--- src/rtl/mdl_oob_pkg.sv ---
// Shared constants and state encoding for the OOB sequencer bench model.
// Primitives are packed first character in the most significant bits.
package mdl_oob_pkg;

    // 10-bit characters, running-disparity-negative forms
    localparam logic [9:0] K28_3 = 10'b0011110011;
    localparam logic [9:0] K28_5 = 10'b0011111010;
    localparam logic [9:0] D10_2 = 10'b0101010101;
    localparam logic [9:0] D21_4 = 10'b1010101101;
    localparam logic [9:0] D21_5 = 10'b1010101010;
    localparam logic [9:0] D23_2 = 10'b1110100101;
    localparam logic [9:0] D27_3 = 10'b1101100011;

    localparam logic [39:0] ALIGN_P = {K28_5, D10_2, D10_2, D27_3};
    localparam logic [39:0] SYNC_P  = {K28_3, D21_4, D21_5, D21_5};
    localparam logic [39:0] X_RDY   = {K28_3, D21_5, D23_2, D23_2};
    localparam logic [39:0] R_RDY   = {K28_3, D21_5, D10_2, D10_2};

    typedef enum logic [3:0] {
        IDLE      = 4'd0,
        TX_RST    = 4'd1,
        WAIT_RST  = 4'd2,
        TX_WAKE   = 4'd3,
        WAIT_WAKE = 4'd4,
        ALIGN     = 4'd5,
        SYNC      = 4'd6,
        RRDY      = 4'd7,
        FAIL      = 4'd8
    } oob_state_e;

endpackage

--- src/rtl/mdl_oob_burst_gen.sv ---
// Burst/idle timer for one OOB train: N_BURSTS periods of BURST_LEN active
// clocks followed by the selected idle length.
module mdl_oob_burst_gen #(
    parameter int BURST_LEN     = 160,
    parameter int RST_IDLE_LEN  = 480,
    parameter int WAKE_IDLE_LEN = 160,
    parameter int N_BURSTS      = 6
) (
    input  logic       i_clk,
    input  logic       i_rst,
    input  logic       start,
    input  logic       idle_sel,
    output logic       burst_en,
    output logic [3:0] burst_cnt,
    output logic       train_done
);

    localparam int MAX_IDLE = (RST_IDLE_LEN > WAKE_IDLE_LEN) ? RST_IDLE_LEN : WAKE_IDLE_LEN;
    localparam int CW = (BURST_LEN + MAX_IDLE > 2) ? $clog2(BURST_LEN + MAX_IDLE) : 1;
    localparam int BW = (N_BURSTS > 1) ? $clog2(N_BURSTS) : 1;

    localparam logic [CW-1:0] BURST_M1       = CW'(BURST_LEN - 1);
    localparam logic [CW-1:0] RST_PERIOD_M1  = CW'(BURST_LEN + RST_IDLE_LEN - 1);
    localparam logic [CW-1:0] WAKE_PERIOD_M1 = CW'(BURST_LEN + WAKE_IDLE_LEN - 1);
    localparam logic [BW-1:0] LAST_BURST     = BW'(N_BURSTS - 1);

    logic          active;
    logic          wake_sel;
    logic [CW-1:0] cyc;
    logic [BW-1:0] bursts;
    logic [CW-1:0] period_m1;
    logic          period_end;

    always_comb begin
        period_m1  = wake_sel ? WAKE_PERIOD_M1 : RST_PERIOD_M1;
        period_end = active && (cyc == period_m1);
        burst_en   = active && (cyc <= BURST_M1);
        train_done = period_end && (bursts == LAST_BURST);
    end

    always_ff @(posedge i_clk) begin
        if (i_rst) begin
            active    <= 1'b0;
            wake_sel  <= 1'b0;
            cyc       <= '0;
            bursts    <= '0;
            burst_cnt <= '0;
        end else if (start) begin
            active    <= 1'b1;
            wake_sel  <= idle_sel;
            cyc       <= '0;
            bursts    <= '0;
            burst_cnt <= '0;
        end else if (active) begin
            if (cyc == BURST_M1 && burst_cnt != 4'hF)
                burst_cnt <= burst_cnt + 4'd1;
            if (period_end) begin
                cyc <= '0;
                if (bursts == LAST_BURST)
                    active <= 1'b0;
                else
                    bursts <= bursts + 1'b1;
            end else begin
                cyc <= cyc + 1'b1;
            end
        end
    end

endmodule

--- src/rtl/mdl_oob_seq.sv ---
// Role-selectable SATA OOB sequencer model: COMRESET/COMINIT and COMWAKE
// trains, then ALIGN/SYNC/R_RDY primitive streams with timeout and retry.
module mdl_oob_seq
    import mdl_oob_pkg::*;
#(
    parameter int ROLE_HOST     = 0,
    parameter int P_BITS        = 40,
    parameter int BURST_LEN     = 160,
    parameter int RST_IDLE_LEN  = 480,
    parameter int WAKE_IDLE_LEN = 160,
    parameter int N_BURSTS      = 6,
    parameter int RESP_TIMEOUT  = 65535,
    parameter int RETRY_LIMIT   = 3,
    parameter int RRDY_EN       = 1
) (
    input  logic              i_clk,
    input  logic              i_rst,
    input  logic              i_start,
    input  logic              i_rst_det,
    input  logic              i_comwake_det,
    input  logic              i_oob_done,
    input  logic              i_link_up,
    output logic              o_burst_en,
    output logic [P_BITS-1:0] o_data,
    output logic [3:0]        o_state,
    output logic [3:0]        o_burst_cnt,
    output logic              o_done,
    output logic              o_fail
);

    localparam bit IS_HOST = (ROLE_HOST != 0);
    localparam bit USE_RRDY = (RRDY_EN != 0);
    localparam int TW = (RESP_TIMEOUT > 1) ? $clog2(RESP_TIMEOUT + 1) : 1;
    localparam int RW = (RETRY_LIMIT > 1) ? $clog2(RETRY_LIMIT + 1) : 1;
    localparam logic [TW-1:0] TO_LAST    = TW'(RESP_TIMEOUT - 1);
    localparam logic [RW-1:0] RETRY_LAST = RW'(RETRY_LIMIT - 1);

    oob_state_e    state, state_nxt, to_state;
    logic [TW-1:0] to_cnt;
    logic [RW-1:0] retry_cnt, retry_nxt;
    logic          done;
    logic          timed, expired, take_to, restart;
    logic          gen_start, gen_burst_en, train_done;

    mdl_oob_burst_gen #(
        .BURST_LEN    (BURST_LEN),
        .RST_IDLE_LEN (RST_IDLE_LEN),
        .WAKE_IDLE_LEN(WAKE_IDLE_LEN),
        .N_BURSTS     (N_BURSTS)
    ) u_burst_gen (
        .i_clk     (i_clk),
        .i_rst     (i_rst),
        .start     (gen_start),
        .idle_sel  (state_nxt == TX_WAKE),
        .burst_en  (gen_burst_en),
        .burst_cnt (o_burst_cnt),
        .train_done(train_done)
    );

    // Responses are tested before expiry, so a same-cycle response wins.
    always_comb begin
        state_nxt = state;
        retry_nxt = retry_cnt;
        take_to   = 1'b0;
        restart   = 1'b0;
        timed     = (state == WAIT_RST) || (state == WAIT_WAKE) || (state == ALIGN);
        expired   = timed && (to_cnt == TO_LAST);
        to_state  = (retry_cnt == RETRY_LAST) ? FAIL : (IS_HOST ? TX_RST : IDLE);
        case (state)
            IDLE:      if (IS_HOST ? i_start : i_rst_det) state_nxt = TX_RST;
            TX_RST:    if (train_done) state_nxt = IS_HOST ? WAIT_RST : WAIT_WAKE;
            WAIT_RST: begin
                if (i_rst_det)    state_nxt = TX_WAKE;
                else if (expired) take_to = 1'b1;
            end
            TX_WAKE:   if (train_done) state_nxt = IS_HOST ? WAIT_WAKE : ALIGN;
            WAIT_WAKE: begin
                if (!IS_HOST && i_rst_det) restart = 1'b1;
                else if (i_comwake_det)    state_nxt = IS_HOST ? ALIGN : TX_WAKE;
                else if (expired)          take_to = 1'b1;
            end
            ALIGN: begin
                if (!IS_HOST && i_rst_det) restart = 1'b1;
                else if (i_oob_done)       state_nxt = SYNC;
                else if (expired)          take_to = 1'b1;
            end
            SYNC: begin
                if (!IS_HOST && i_rst_det)     restart = 1'b1;
                else if (i_link_up && USE_RRDY) state_nxt = RRDY;
            end
            RRDY:      if (!IS_HOST && i_rst_det) restart = 1'b1;
            FAIL:      state_nxt = FAIL;
            default:   state_nxt = IDLE;
        endcase
        if (take_to) begin
            state_nxt = to_state;
            if (retry_cnt != RETRY_LAST) retry_nxt = retry_cnt + 1'b1;
        end
        if (restart) begin
            state_nxt = TX_RST;
            retry_nxt = '0;
        end
        gen_start = (state_nxt != state) && ((state_nxt == TX_RST) || (state_nxt == TX_WAKE));
    end

    always_ff @(posedge i_clk) begin
        if (i_rst) begin
            state     <= IDLE;
            retry_cnt <= '0;
            to_cnt    <= '0;
            done      <= 1'b0;
        end else begin
            state     <= state_nxt;
            retry_cnt <= retry_nxt;
            to_cnt    <= ((state_nxt != state) || !timed) ? '0 : to_cnt + 1'b1;
            if (restart)
                done <= 1'b0;
            else if (state_nxt == ALIGN && state != ALIGN)
                done <= 1'b1;
        end
    end

    always_comb begin
        o_state = state;
        o_done  = done;
        o_fail  = (state == FAIL);
        case (state)
            TX_RST, TX_WAKE:   o_burst_en = gen_burst_en;
            ALIGN, SYNC, RRDY: o_burst_en = 1'b1;
            default:           o_burst_en = 1'b0;
        endcase
        case (state)
            SYNC:    o_data = P_BITS'(SYNC_P);
            RRDY:    o_data = P_BITS'(R_RDY);
            default: o_data = P_BITS'(ALIGN_P);
        endcase
    end

endmodule
--- config.mk ---
export PLATFORM = sky130hd
export DESIGN_NAME = mdl_oob_seq
export DESIGN_NICKNAME = d
export VERILOG_FILES = /design/src/rtl/mdl_oob_pkg.sv /design/src/rtl/mdl_oob_burst_gen.sv /design/src/rtl/mdl_oob_seq.sv
export SDC_FILE = /design/constraint.sdc
export NUM_CORES = 1
export LEC_CHECK = 0
export BUFFER_PORTS_ARGS = -buffer_cell sky130_fd_sc_hd__buf_2
export CORE_MARGIN = 2
export CORE_UTILIZATION = 50
export CTS_BUF_LIST = sky130_fd_sc_hd__clkbuf_4 sky130_fd_sc_hd__clkbuf_8
export CTS_CLUSTER_DIAMETER = 200
export CTS_CLUSTER_SIZE = 12
export DETAILED_ROUTE_END_ITERATION = 16
export GPL_TIMING_DRIVEN = 0
export HOLD_SLACK_MARGIN = 0.1
export PLACE_DENSITY_LB_ADDON = 0.2
export SLEW_MARGIN = 10
export SYNTH_ARGS = -nofsm -noshare
export SYNTH_HDL_FRONTEND = slang
export SYNTH_SLANG_ARGS = --single-unit
--- constraint.sdc ---
create_clock -name i_clk -period 3.3 [get_ports i_clk]
set_clock_uncertainty 0.15 [all_clocks]
set_input_delay 0.165 -clock i_clk [delete_from_list [all_inputs] [get_ports i_clk]]
set_output_delay 0.165 -clock i_clk [all_outputs]
set_load 0.05 [all_outputs]
==> flow_summary.yaml <==
run_status:
  outcome: "finished clean"
synth:
  synth_top_area_share_pct: 30.8
  ys_warn_count: 0
  ys_ff_latch: 42
  postSynth.asyncResetShare_pct: 0
  ys_seq_area_share_pct: 30.8
  syn_avg_cell_area_um2: 9.01
  synthFlopType: "dfxtp_1"
  ys_types: 57
  synth_largest_area_cell: "dfxtp_1"
  ys_top_cells_by_area: "dfxtp_1 31%, buf_4 9.6%, xor2_1 5.1%, nor2_4 4.1%, nor2_1 3.4%"
  synthCells: 303
  synth_area_mm2: 0.00273
  synth-edff-count: 0
floorplan:
  initial_core_util_pct: 52.5
  ios: 58
  core.rowCount: 26
  fp.dieH_um: 77.9
  core_region_area_mm2: 0.00520
  dieArea_mm2: 0.00607
  die_w_um: 77.9
detailed_routing:
  routedWlPerCell_um: 12.1
  post-route-drc-count: 0
  wirelength_um: 5290
  drt_iter0_drc: 182
  dr.pass1.iters: 4
  ant_nets: 0
  vias: 2203
  routed_via_density: 5.06
sta:
  rsz0062_at_grt: "false"
  max_freq_mhz: 345
  timing.final.ws_setup_ns: 0.400
  relSlewSlack_pct: 61.8
  post-route-min-period_ns: 2.90
  whs_ns: 0.282
  hold_viol_final: 0
  setup_viol: 0
  tightest_slew_ns: 0.567
  drv_slew: 0
  min_period_over_period_pct: 87.9
critical_path:
  crit_type: "register to register"
  worstPathRequired_ns: 3.33
  reg2regPathDepth: 12
  cp-start-kind: "register"
  cp-startpoint: "to_cnt[0]"
  r2r_start: "to_cnt[0]"
  cp_max_fo: 10
  crit_path_end_kind: "register"
  critPathMostFrequentCell: "buf_6"
  slowest_delay_ns: 0.45
  arrival_ns: 2.93
  cpMaxStageDelayCell: "dfxtp_1"
  crit_chain: "inv_1 > ha_1 > nor4bb_1 > and4_1 > and3_1 > buf_6 > o31a_1 > nor4_4 > or2_1 > buf_6 > buf_12 > nor2_4"
grt:
  use_met1_pct: 24.0
  track_usage_pct: 18.2
  busiest_layer: "met2"
  grt-ovfl-total: 0
  grt_pass1_vias: 1992
  gr-usage-met2_pct: 29.7
  use_met3_pct: 4.53
  grt_start_max_net_pins: 14
  grt_pass1_wl_um: 9150
  antenna_found_initial: 0
clocking:
  clk_latency_ns: 0.29
  htreeDepth: 2
  cts_buffers: 5
  clock-sinks: 42
  clkTransAtPathRegs_ns: 0.08
  ctsResizeCount: 0
  clk_path_buf_depth: 2
  root_buffer: "clkbuf_8"
  cts_tree: "done"
hold_path:
  whs_path_depth: 4
  min_path_type: "input port to register"
  hold_path_startpoint: "i_rst_det"
cells_and_area:
  nets: 378
  drive_gt1_share_pct: 37.8
  areaGrowthSynthToFinish_pct: 19.7
  diodes: 0
  final_core_util_pct: 62.8
  fill_cells: 452
  layout_common_cells: "51 x buf_2, 39 x dfxtp_1, 31 x buf_4"
  layout_commonest_cell: "buf_2"
placement:
  portBuffers: 47
  dp_hpwl_um: 4000
  gp_congestion: 0.834
  post-place-ws_ns: 0.427
pwr:
  netSwitchingPower_w: 0.000323
  pwr-share-clk_pct: 31.7
  power.density_mw_per_mm2: 332
  finalPower_w: 0.00109
  intPower_w: 0.000762
  sw_frac_of_total_pct: 29.8
  leakage_nw: 1.35
  p_comb_share_pct: 19.9
  vdd_drop_max_mv: 0.267
  p_seq_share_pct: 48.4
flow_run:
  cap_violations: 0
## cells in the mapped netlist, types with 2 or more instances
| cell type | count |
|---|---|
| and4b_1 | 2 |
| o31a_1 | 2 |
| xor2_1 | 16 |
| ha_1 | 7 |
| o2111ai_2 | 2 |
| a211oi_1 | 3 |
| nand3_1 | 10 |
| mux2i_1 | 2 |
| nand2_1 | 16 |
| nor2_4 | 10 |
| nand2b_1 | 6 |
| conb_1 | 2 |
| nor3_1 | 11 |
| and2_1 | 2 |
| clkbuf_1 | 2 |
| buf_6 | 3 |
| buf_2 | 4 |
| buf_4 | 35 |
| and4_1 | 4 |
| and3_1 | 8 |
| a311o_1 | 2 |
| nor3_2 | 9 |
| xnor2_1 | 10 |
| nor4bb_1 | 2 |
| or3_1 | 2 |
| a21oi_1 | 10 |
| nand4bb_1 | 2 |
| nor2b_1 | 7 |
| nand4_1 | 5 |
| nand3b_1 | 2 |
| dfxtp_1 | 42 |
| inv_1 | 11 |
| o21ai_0 | 4 |
| nor2_1 | 25 |
## routing by layer
layer / up-vias / part of all wire [%]
li1: 1128 / -
met1: 996 / 47
met2: 73 / 45
met3: 6 / 6.7
met4: 0 / 0.96
met5: - / 0
## layout make-up
cell class | instances | area [um2] | share of cell area [%]
Multi-Input combinational cell | 209 | 1540 | 47.1
Sequential cell | 42 | 850 | 26.0
Buffer | 46 | 395 | 12.1
Timing Repair Buffer | 48 | 245 | 7.50
Tap cell | 70 | 87.6 | 2.68
Clock buffer | 6 | 82.6 | 2.53
Inverter | 12 | 57.6 | 1.76
Clock inverter | 2 | 11.3 | 0.345
## through the flow
step / TNS, ns / cell area [um2] / cells
floorplan: -0.165 / 2840 / 309
global placement: 0 / 3160 / 426
detailed placement: 0 / 3160 / 426
CTS: 0 / 3270 / 435
global route: 0 / 3270 / 435
finish: 0 / 3270 / 435
## flip-flops by register name, summed over array words and instances, names as in the netlist
register,cells
o_done,1
o_state,4
retry_cnt,2
to_cnt,16
u_burst_gen.active,1
u_burst_gen.burst_cnt,4
u_burst_gen.bursts,3
u_burst_gen.cyc,10
u_burst_gen.wake_sel,1
## path summary, 6_finish.rpt
check        slack, ns                  to
max               0.40  u_burst_gen.cyc[4]
max reg2reg       0.40  u_burst_gen.cyc[4]
min               0.28              o_done
min reg2reg       0.35  u_burst_gen.cyc[1]
## kinds of logic after synthesis
family | share of synthesized area, %
mux | 0.733
fa+ha+maj | 3.21
compound gates | 10.8
simple gates | 31.5
xor+xnor | 8.34
buf+inv | 14.4
flops | 30.8
other cells | 0.275
## power by group through the flow
stage               clock, W  combinational, W  sequential (W)
floorplan                  0          0.000168        0.000547
CTS                 0.000359          0.000215        0.000526
detailed placement         0          0.000213        0.000538
global placement           0          0.000213        0.000537
finish              0.000344          0.000215        0.000526
global route        0.000377          0.000232        0.000528
## timing repair
item,4_1_cts,5_1_grt
hold buffers,1,0
endpoints found under the hold margin,2,0
setup buffers,0,0
## critical path: cells and delay by family (launching register included)
family,cells,cell delay (ns)
buf+inv,4,0.49
compound gates,1,0.35
flops,1,0.45
fa+ha+maj,1,0.21
simple gates,6,1.13
Power figures use the tool's default switching activity.
